## src/rtl/mb_regfile_mp.sv

```systemverilog
// mb_regfile_mp: parametrised multi-port register file slice with registered
// reads, per-port read-valid strobes, a carry-chained counter mode and a
// sticky write-collision flag.
// Optional feature macro: MB_REGFILE_BYPASS_EN (same-cycle write-to-read
// forwarding). Undefined by default: reads return pre-write content.
module mb_regfile_mp #(
  parameter int WIDTH  = 4,
  parameter int DEPTH  = 4,
  parameter int NPORTS = 4,
  parameter int AW     = $clog2(DEPTH)
) (
  input  logic                     clk,
  input  logic                     reset,
  input  logic [NPORTS-1:0]        wr_en,
  input  logic [NPORTS*AW-1:0]     wr_addr,
  input  logic [NPORTS*WIDTH-1:0]  wr_data,
  input  logic [NPORTS-1:0]        rd_en,
  input  logic [NPORTS*AW-1:0]     rd_addr,
  output logic [NPORTS*WIDTH-1:0]  rd_data,
  output logic [NPORTS-1:0]        rd_vld,
  input  logic                     cnt_en,
  input  logic [AW-1:0]            cnt_addr,
  input  logic                     cnt_dn,
  input  logic                     ci,
  output logic                     co,
  output logic                     err
);

  logic [WIDTH-1:0]        mem     [DEPTH];
  logic [WIDTH-1:0]        mem_nxt [DEPTH];
  logic [WIDTH-1:0]        wr_val  [DEPTH];
  logic [DEPTH-1:0]        wr_hit;
  logic                    coll;
  logic [WIDTH:0]          cnt_sum;
  logic                    cnt_live;
  logic [NPORTS*WIDTH-1:0] rd_data_nxt;

  // Resolve port writes per register: ascending scan, first hit (lowest port) wins,
  // any later hit on an already-claimed register is a collision.
  always_comb begin
    wr_hit = '0;
    coll   = 1'b0;
    for (int unsigned a = 0; a < DEPTH; a++) begin
      wr_val[a] = '0;
    end
    for (int unsigned a = 0; a < DEPTH; a++) begin
      for (int unsigned p = 0; p < NPORTS; p++) begin
        if (wr_en[p] && (wr_addr[p*AW +: AW] == AW'(a))) begin
          if (wr_hit[a]) begin
            coll = 1'b1;
          end else begin
            wr_hit[a] = 1'b1;
            wr_val[a] = wr_data[p*WIDTH +: WIDTH];
          end
        end
      end
    end
  end

  // Counter arithmetic with one extra bit capturing carry (up) or borrow (down);
  // a port write to the same register cancels the counter op.
  always_comb begin
    if (cnt_dn) begin
      cnt_sum = {1'b0, mem[cnt_addr]} - {{WIDTH{1'b0}}, ci};
    end else begin
      cnt_sum = {1'b0, mem[cnt_addr]} + {{WIDTH{1'b0}}, ci};
    end
    cnt_live = cnt_en && !wr_hit[cnt_addr];
    for (int unsigned a = 0; a < DEPTH; a++) begin
      if (wr_hit[a]) begin
        mem_nxt[a] = wr_val[a];
      end else if (cnt_live && (cnt_addr == AW'(a))) begin
        mem_nxt[a] = cnt_sum[WIDTH-1:0];
      end else begin
        mem_nxt[a] = mem[a];
      end
    end
  end

  // Read mux: disabled ports return zero rather than holding the last value.
  always_comb begin
    rd_data_nxt = '0;
    for (int unsigned p = 0; p < NPORTS; p++) begin
      if (rd_en[p]) begin
`ifdef MB_REGFILE_BYPASS_EN
        rd_data_nxt[p*WIDTH +: WIDTH] = mem_nxt[rd_addr[p*AW +: AW]];
`else
        rd_data_nxt[p*WIDTH +: WIDTH] = mem[rd_addr[p*AW +: AW]];
`endif
      end
    end
  end

  // State register: storage, registered read ports, carry out and sticky error.
  always_ff @(posedge clk or posedge reset) begin
    if (reset) begin
      for (int unsigned a = 0; a < DEPTH; a++) begin
        mem[a] <= '0;
      end
      rd_data <= '0;
      rd_vld  <= '0;
      co      <= 1'b0;
      err     <= 1'b0;
    end else begin
      for (int unsigned a = 0; a < DEPTH; a++) begin
        mem[a] <= mem_nxt[a];
      end
      rd_data <= rd_data_nxt;
      rd_vld  <= rd_en;
      co      <= cnt_live && cnt_sum[WIDTH];
      err     <= err || coll;
    end
  end

endmodule

```

## config.mk

```make
export PLATFORM = sky130hd
export DESIGN_NAME = mb_regfile_mp
export DESIGN_NICKNAME = d
export VERILOG_FILES = /design/src/rtl/mb_regfile_mp.sv
export SDC_FILE = /design/constraint.sdc
export NUM_CORES = 1
export LEC_CHECK = 0
export BUFFER_PORTS_ARGS = -buffer_cell sky130_fd_sc_hd__buf_2
export CORE_ASPECT_RATIO = 0.7
export CORE_MARGIN = 2
export CORE_UTILIZATION = 54
export CTS_BUF_LIST = sky130_fd_sc_hd__clkbuf_16
export DETAILED_ROUTE_END_ITERATION = 12
export PLACE_DENSITY = 0.82
export SYNTH_ARGS = -nofsm -noshare
export SYNTH_HDL_FRONTEND = slang
export SYNTH_SLANG_ARGS = --single-unit
```

## constraint.sdc

```tcl
create_clock -name clk -period 2.71 [get_ports clk]
set_input_delay 0 -clock clk [delete_from_list [all_inputs] [get_ports clk]]
set_output_delay 0 -clock clk [all_outputs]
set_load 0.02 [all_outputs]
```

Word level (Yosys, flattened, before mapping):

Cells that the tools add are included.

* logic and storage cells: 167
* register bits: 38
* output and inout port bits: 22

* bitwise operators: 5
* magnitude comparators: 6
* equal/unequal tests: 15
* reduce and logical (&&, ||, !) cells: 33
* muxes and demuxes: 98
* $add $sub $neg: 2

Operators by type and width (count)
* $mux 4: 50
* $mux 1: 41
* $bmux 4 s2: 5
* $logic_and 1x1->1: 22
* $eq 2x2->1 const B: 10
* $ge 3x3->1 const B: 5
* $not 2->3: 5
* $eq 2x1->1 const B: 5
* $logic_not 2->1: 5
* $reduce_bool 2->1: 4
* $add 4x1->5: 1
* $mux 5: 1
* $sub 4x1->5: 1
* $lt 2x3->1 const B: 1
* $bmux 1 s2: 1
* $logic_not 1->1: 1
* $logic_or 1x1->1: 1

Longest topological paths before layout:

Gate-level depths: netlist of the first run.

* depth after elaboration: 28
* depth in mapped cells: 10
* mapped depth without buffers: 9

Worst setup path before layout of the first run:

No wires, ideal clock.

* path kind: in2reg
* from: input port cnt_addr[1]
* to: register mem[15] (netlist name)
* buffers on the path: 1
* path slack: 0.404 ns
* stages on the path: 8
* library setup time: 0.121 ns
* arrival: 2.185 ns
* cells stage by stage: clkbuf_1 -> mux4_2 -> ha_1 -> nor2b_1 -> a221oi_1 -> xor2_1 -> o2111ai_1 -> a22o_1

* cells in the longest elaborated chain, start to end: 8

RTL lines
* start, declared: RTL line 22 `input logic [AW-1:0] cnt_addr,`
* $not 2->3 (not written as such): RTL line 64, 66
* $bmux 4 s2: RTL line 64, 66
* $mux 4 (not written as such) (2 in a row): RTL line 64, 66
* $add 4x1->5 / $sub 4x1->5 (equally long branches): RTL line 66, 64
* $mux 5: RTL line 63 `if (cnt_dn) begin`
* $mux 4: RTL line 72 `end else if (cnt_live && (cnt_addr == AW'(a))) begin`
* $mux 4: RTL line 70 `if (wr_hit[a]) begin`
* end signal, assigned by index: RTL line 106 `mem[a] <= mem_nxt[a];`
* end, declared: RTL line 29 `logic [WIDTH-1:0] mem [DEPTH];`

Parallel ways exist; a longest one is shown, timed or not. The select of a mux whose other input is x is not followed.
A chain may end at the register's enable or synchronous reset.

Worst setup path in the final report of the first run:

* from: register mem[2] (netlist name)
* to: register mem[7] (netlist name)

* cells in the longest elaborated chain, start to end: 7

RTL lines (RTL line)
* $bmux 4 s2 (*): 64, 66
* $mux 4 (not written as such) (*) (2 in a row): 64, 66
* $add 4x1->5 / $sub 4x1->5 (equally long branches): 66, 64
* $mux 5 (*): 63
* $mux 4 (*): 72
* $mux 4 (*): 70

Mark *: on every way between the ends. The rest lies on a longest branch, timed or not. The select of a mux whose other input is x is not followed.

==> metrics, run 1 <==
post-layout min period 2.61 ns; I/O Buffers 68; Setup WS pre-CTS 0.192 ns; later-pin clock latency in the skew report 0.28 ns; max_slew headroom 45.6%; asr flop ratio synth 100%; synthesized area per cell 9.86 µm²; R2R cell count 7; register area 951 µm²; Die X 90.8 µm; setup slack after layout 0.0952 ns; Mapped Area 2850 µm²; total CTS buffers 5; Starting Density 55.1%; share of layout cells above drive strength 1 31.3%; Internal 0.00139 W; clk slew on worst S/H paths 0.06 ns; clock root buffer clkbuf_16; skew final 0.00743 ns; Post-synth EDFFs 0; ratio of total power to cell area 624 nW/µm²; M1 GR Usage 46.3%; routed len/inst 20.8 µm; CTS sink cnt 38; Max Root-Sink Buffers 2; first-pass GRT wire length 14300 µm; Slew Limit Fails 0; YS warnings 0; die height 64.8 µm; I/O pin cnt 69; final RePlAce weighted congestion 0.987; P_sw 0.000751 W; Critical Path AT 2.78 ns; Fin. Hold Viols 0; Synth area leader dfrtp_1; estimated wirelength of the detail-placed design 6700 µm; crit end category register; total gr overflow 0; Yosys top cell area share 33.4%; via count 2923; most area-consuming cells after synthesis dfrtp_1 (33%), mux4_2 (16%), and2_1 (3.5%); Setup Viol. Count Final 0; 1st-pass router iterations 5; synth-to-layout area growth 20.6%; Net Sw Frac 35.0%; Mapped Nets 341; max incr delay on CP 0.50 ns; Layout Cells excl Fill 433; nets@finish 412; Final ANT Viol Nets 0; initial DRC count 484; Worst VDD drop 0.321 mV; Req. time, crit path 2.88 ns; met2 usage 45.5%; combinational share of power 37.2%; vias in the first global route 2699; sequential-to-total area share from yosys stat 33.4%; Setup CP Type reg -> reg; flops & latches, synth 38; htree depth 2; Rows 22; GRT Total Usage 31.6%; Clock Power Share 25.7%; TNS Setup 0 ns; DRT Wirelength 9020 µm; fmax 382 MHz; Max FO, Critical Path 6; Tot Pwr 0.00215 W; Mapped Cells 289; fillers 437; GRT Max-Usage Layer met1; DR vias/cell 6.75; status complete, no violations; Hold Path Stages 2; Netlist cell types 54; Seq pwr share 37.0%; crit-path cells mux4_2 > ha_1 > nor2b_1 > a221oi_1 > xor2_1 > a21oi_1 > o22a_1; CP max-delay cell mux4_2; largest net degree at the start of global routing 39; CP Launch Type register; CTS tree yes; die area 5880 µm²; Slew @ Worst Pin 0.812 ns; Leak Pwr 1.50 nW; placed cells 419; final worst-path cycle share 96.5%; Min-Delay Path Class in -> reg; max cap viols 0; ys flop type dfrtp_1; Post-CTS Resized 0; antenna cells 0; DR DRC count 0; initial antenna violation count 0; Core Footprint 5170 µm²; met3 GRT Util 11.2%; RSZ-0062 raised after global routing no; multi-input logic area 1780 µm²
[layer usage]
| metal | wire length, µm | share of wire, % |
|---|---|---|
| met3 | 1210 | 13 |
| met2 | 3900 | 43 |
| met1 | 3750 | 42 |
| met4 | 165 | 1.8 |
| met5 | 0 | 0 |
[layout by cell type (no fill, tap or decap), types with 4 or more instances in the layout]
| cell | Yosys | final |
|---|---|---|
| a211oi_1 | 6 | 6 |
| a21oi_1 | 19 | 19 |
| a221oi_1 | 6 | 6 |
| a31oi_1 | 5 | 5 |
| and2_1 | 16 | 16 |
| and3_1 | 4 | 4 |
| buf_2 | 2 | 68 |
| buf_4 | 0 | 6 |
| clkbuf_16 | 0 | 5 |
| dfrtp_1 | 38 | 38 |
| dlygate4sd3_1 | 0 | 6 |
| ha_1 | 4 | 4 |
| inv_1 | 8 | 9 |
| mux4_2 | 20 | 20 |
| nand2_1 | 21 | 21 |
| nand3_1 | 9 | 9 |
| nand3b_1 | 9 | 9 |
| nor2_1 | 18 | 18 |
| nor3_1 | 4 | 4 |
| nor4_1 | 4 | 4 |
| o21ai_0 | 19 | 19 |
| o22a_1 | 4 | 4 |
[power by group through the flow]
stage	registers, W	logic [W]	clock network, W
2_1_floorplan	0.000816	0.000486	0
3_3_place_gp	0.000780	0.000754	0
3_5_place_dp	0.000792	0.000765	0
4_1_cts	0.000788	0.000783	0.000550
5_1_grt	0.000804	0.000856	0.000577
6_report	0.000795	0.000798	0.000552
[registers in the layout, summed over array words and instances (netlist names)]
name	flops
co	1
err	1
mem	16
rd_data	16
rd_vld	4
[per-stage QoR]
step	util, %	hold WS, ns	instance area (µm²)
3_3_place_gp	62.6	0.127	3240
5_1_grt	66.4	0.0145	3440
3_5_place_dp	62.6	0.139	3240
6_report	66.4	0.00102	3440
2_1_floorplan	-	0.0314	2850
4_1_cts	66.4	0.00399	3440
[final timing paths]
| kind | slack [ns] | end | startpoint |
|---|---|---|---|
| hold reg to reg | 0.53 | err | err |
| min in group asynchronous | 0.37 | err | reset |
| setup reg to reg | 0.1 | mem[7] | mem[2] |
| hold / removal | 0.001 | mem[15] | wr_data[3] |
| setup / recovery | 0.1 | mem[7] | mem[2] |
| max in group asynchronous | 2.00 | rd_data[9] | reset |
[kinds of logic after synthesis]
| family | after synthesis | synth area share, % |
|---|---|---|
| xor+xnor | 4 | 1.23 |
| compound gates | 86 | 20.3 |
| buf+inv | 24 | 4.04 |
| simple gates | 111 | 22.5 |
| flops | 38 | 33.4 |
| fa+ha+maj | 6 | 2.81 |
| mux | 20 | 15.8 |
[final cells by class]
cell class	instances	share of cell area (%)
Multi-Input combinational cell	227	51.9
Sequential cell	38	27.7
Clock buffer	5	3.64
Timing Repair Buffer	80	13.0
Clock inverter	3	0.364
Tap cell	72	2.62
Inverter	8	0.873
[worst max-delay path: cells and delay by family (launching register included)]
kind | cells | cell delay, ns
DFF | 1 | 0.44
xor gates and xnor gates | 1 | 0.34
muxes | 1 | 0.50
AOI/OAI and AO/OA | 3 | 0.71
adders and majority gates | 1 | 0.35
and+or+nand+nor | 1 | 0.15
[repair_timing]
action	in CTS	in global routing
endpoints found under the hold margin	57	0
hold buffers	6	0
setup buffers	0	0
[Yosys cell counts, types with 4 or more instances]
cell type and instances:
dfrtp_1 38, nand2_1 21, mux4_2 20, a21oi_1 19
o21ai_0 19, nor2_1 18, and2_1 16, clkbuf_1 11
nand3_1 9, nand3b_1 9, inv_1 8, a211oi_1 6
a221oi_1 6, a31oi_1 5, and3_1 4, ha_1 4
nor3_1 4, nor4_1 4, o22a_1 4
No activity file was read; power rests on OpenSTA's default activity.
==> inputs of run 2 (changes only) <==
- GPL_ROUTABILITY_DRIVEN: not set -> 0
- PLACE_DENSITY: 0.82 -> 0.9
==> metrics, run 2 (synthesis results as in run 1) <==
status complete, no violations; Hold Path Stages 3 (+1); Fin. Hold Viols 0 (unchanged); Max Root-Sink Buffers 2 (unchanged); TNS Setup 0 ns (unchanged); Post-CTS Resized 0 (unchanged); I/O Buffers 68 (unchanged); CTS sink cnt 38 (unchanged); commonest non-fill, non-tap cell in the layout buf_2; DR vias/cell 6.82 (+0.97%); max_slew headroom 42.3% (-3.3 points); Core Footprint 5170 µm² (unchanged); post-route cell area 3510 µm² (+2.0%); Setup Viol. Count Final 0 (unchanged); die height 64.8 µm (unchanged); CP Launch Type register; share of layout cells above drive strength 1 31.7% (+0.38 points); Slew @ Worst Pin 0.857 ns (+0.0441 ns); max incr delay on CP 0.48 ns (-0.02 ns); R2R cell count 8 (+1); largest net degree at the start of global routing 39 (unchanged); ratio of total power to cell area 687 nW/µm² (+10%); worst r2r src mem[14]; crit-path cells mux4_2 > ha_1 > nor2b_1 > a221oi_1 > xor2_1 > buf_4 > o2111ai_1 > a22o_1; biggest regs mem (16), rd_data (16), rd_vld (4); later-pin clock latency in the skew report 0.28 ns (about the same); Starting Density 55.1% (unchanged); DRT Wirelength 8980 µm (-0.37%); vias in the first global route 2756 (+2.1%); Req. time, crit path 2.88 ns (about the same); initial DRC count 405 (-16%); die area 5880 µm² (unchanged); RSZ-0062 raised after global routing no; htree depth 2 (unchanged); Max FO, Critical Path 6 (unchanged); GRT Total Usage 30.9% (-0.68 points); DR DRC count 0 (unchanged); CTS tree yes; nets@finish 414 (+0.49%); skew final 0.00369 ns (-0.00374 ns); final worst-path cycle share 93.7% (-2.8 points); most frequent cells in the layout buf_2 (68), dfrtp_1 (38), nand2_1 (21); Leak Pwr 1.53 nW (+1.9%); Setup CP Type reg -> reg; clock root buffer clkbuf_16; HP Start wr_data[1]; GRT Max-Usage Layer met2; Min-Delay Path Class in -> reg; met3 GRT Util 8.60% (-2.6 points); 1st-pass router iterations 5 (unchanged); Slew Limit Fails 0 (unchanged); hold path endpoint mem[13]; fmax 394 MHz (+3.0%); Critical Path AT 2.71 ns (-0.07 ns); antenna cells 0 (unchanged); routed len/inst 20.7 µm (-0.82%); R2R Setup Slk 0.17 ns (+0.08 ns); post-layout min period 2.54 ns (-0.0751 ns); M1 GR Usage 42.5% (-3.8 points); setup slack after layout 0.170 ns (+0.0751 ns); Setup WS pre-CTS 0.147 ns (-0.0448 ns); synth-to-layout area growth 23.0%; I/O pin cnt 69 (unchanged); initial antenna violation count 0 (unchanged); crit end category register; met2 usage 47.8% (+2.2 points); total CTS buffers 5 (unchanged); max cap viols 0 (unchanged); first-pass GRT wire length 13900 µm (-2.5%); placed instance area 3240 µm² (unchanged); clk slew on worst S/H paths 0.06 ns (about the same); total gr overflow 0 (unchanged); Worst VDD drop 0.324 mV (+1.0%); CP max-delay cell mux4_2; Final ANT Viol Nets 0 (unchanged); Rows 22 (unchanged); Die X 90.8 µm (unchanged); via count 2965 (+1.4%); FF-to-FF End mem[15]; estimated wirelength of the detail-placed design 6480 µm (-3.3%)
run 2: stage by stage:
step	power, W	hold WS (ns)	utilization, %	std cells
final	0.00241	0.00448	67.8	435
after CTS	0.00236	0.00808	67.6	434
after global routing	0.00250	0.0363	67.8	435
after detailed placement	0.00159	0.135	62.6	419
after floorplan	0.00130	0.0314	-	289
after global placement	0.00155	0.122	62.6	419
run 2: worst max-delay path by stage:
| stage | from | to | slack [ns] | cells after the start |
|---|---|---|---|---|
| floorplan | cnt_addr[1] | mem[15] | 0.40 | 8 |
| global placement | mem[2] | mem[15] | 0.30 | 7 |
| detailed placement | mem[2] | mem[7] | 0.15 | 7 |
| CTS | mem[2] | mem[7] | 0.11 | 7 |
| global route | mem[2] | mem[15] | 0.09 | 8 |
| finish | mem[14] | mem[15] | 0.17 | 8 |
run 2: power by group:
| part | internal [W] | leakage, nW | switching, W |
|---|---|---|---|
| clock | 0.000524 | 0.0915 | 0.000237 |
| combinational | 0.000417 | 0.982 | 0.000428 |
| sequential | 0.000674 | 0.459 | 0.000130 |
| total | 0.00162 | 1.53 | 0.000795 |
run 2: cell type report:
type / instances / area [µm²]
clock buffers: 5 / 125
clock inverters: 3 / 63.8
fillers: 410 / 1670
inverters: 8 / 30.0
multi-input cells: 227 / 1780
flip-flops and latches: 38 / 951
well taps: 72 / 90.1
repair buffers: 82 / 463
run 2: worst max-delay path: cells and delay by family (launching register included):
kind | cells | cell delay, ns
buf+inv | 1 | 0.16
xor+xnor | 1 | 0.19
fa+ha+maj | 1 | 0.34
flops | 1 | 0.43
compound gates | 3 | 0.67
mux | 1 | 0.48
simple gates | 1 | 0.15
run 2: routing by layer:
| metal | wire (µm) | vias up |
|---|---|---|
| li1 | - | 1270 |
| met1 | 3330 | 1370 |
| met2 | 3960 | 286 |
| met3 | 1440 | 39 |
| met4 | 254 | 0 |
| met5 | 0 | - |
run 2: repair_timing:
item,CTS,global route
setup endpoints to repair,0,3
hold buffers,7,0
hold endpoints to repair,55,0
buffers inserted,0,1
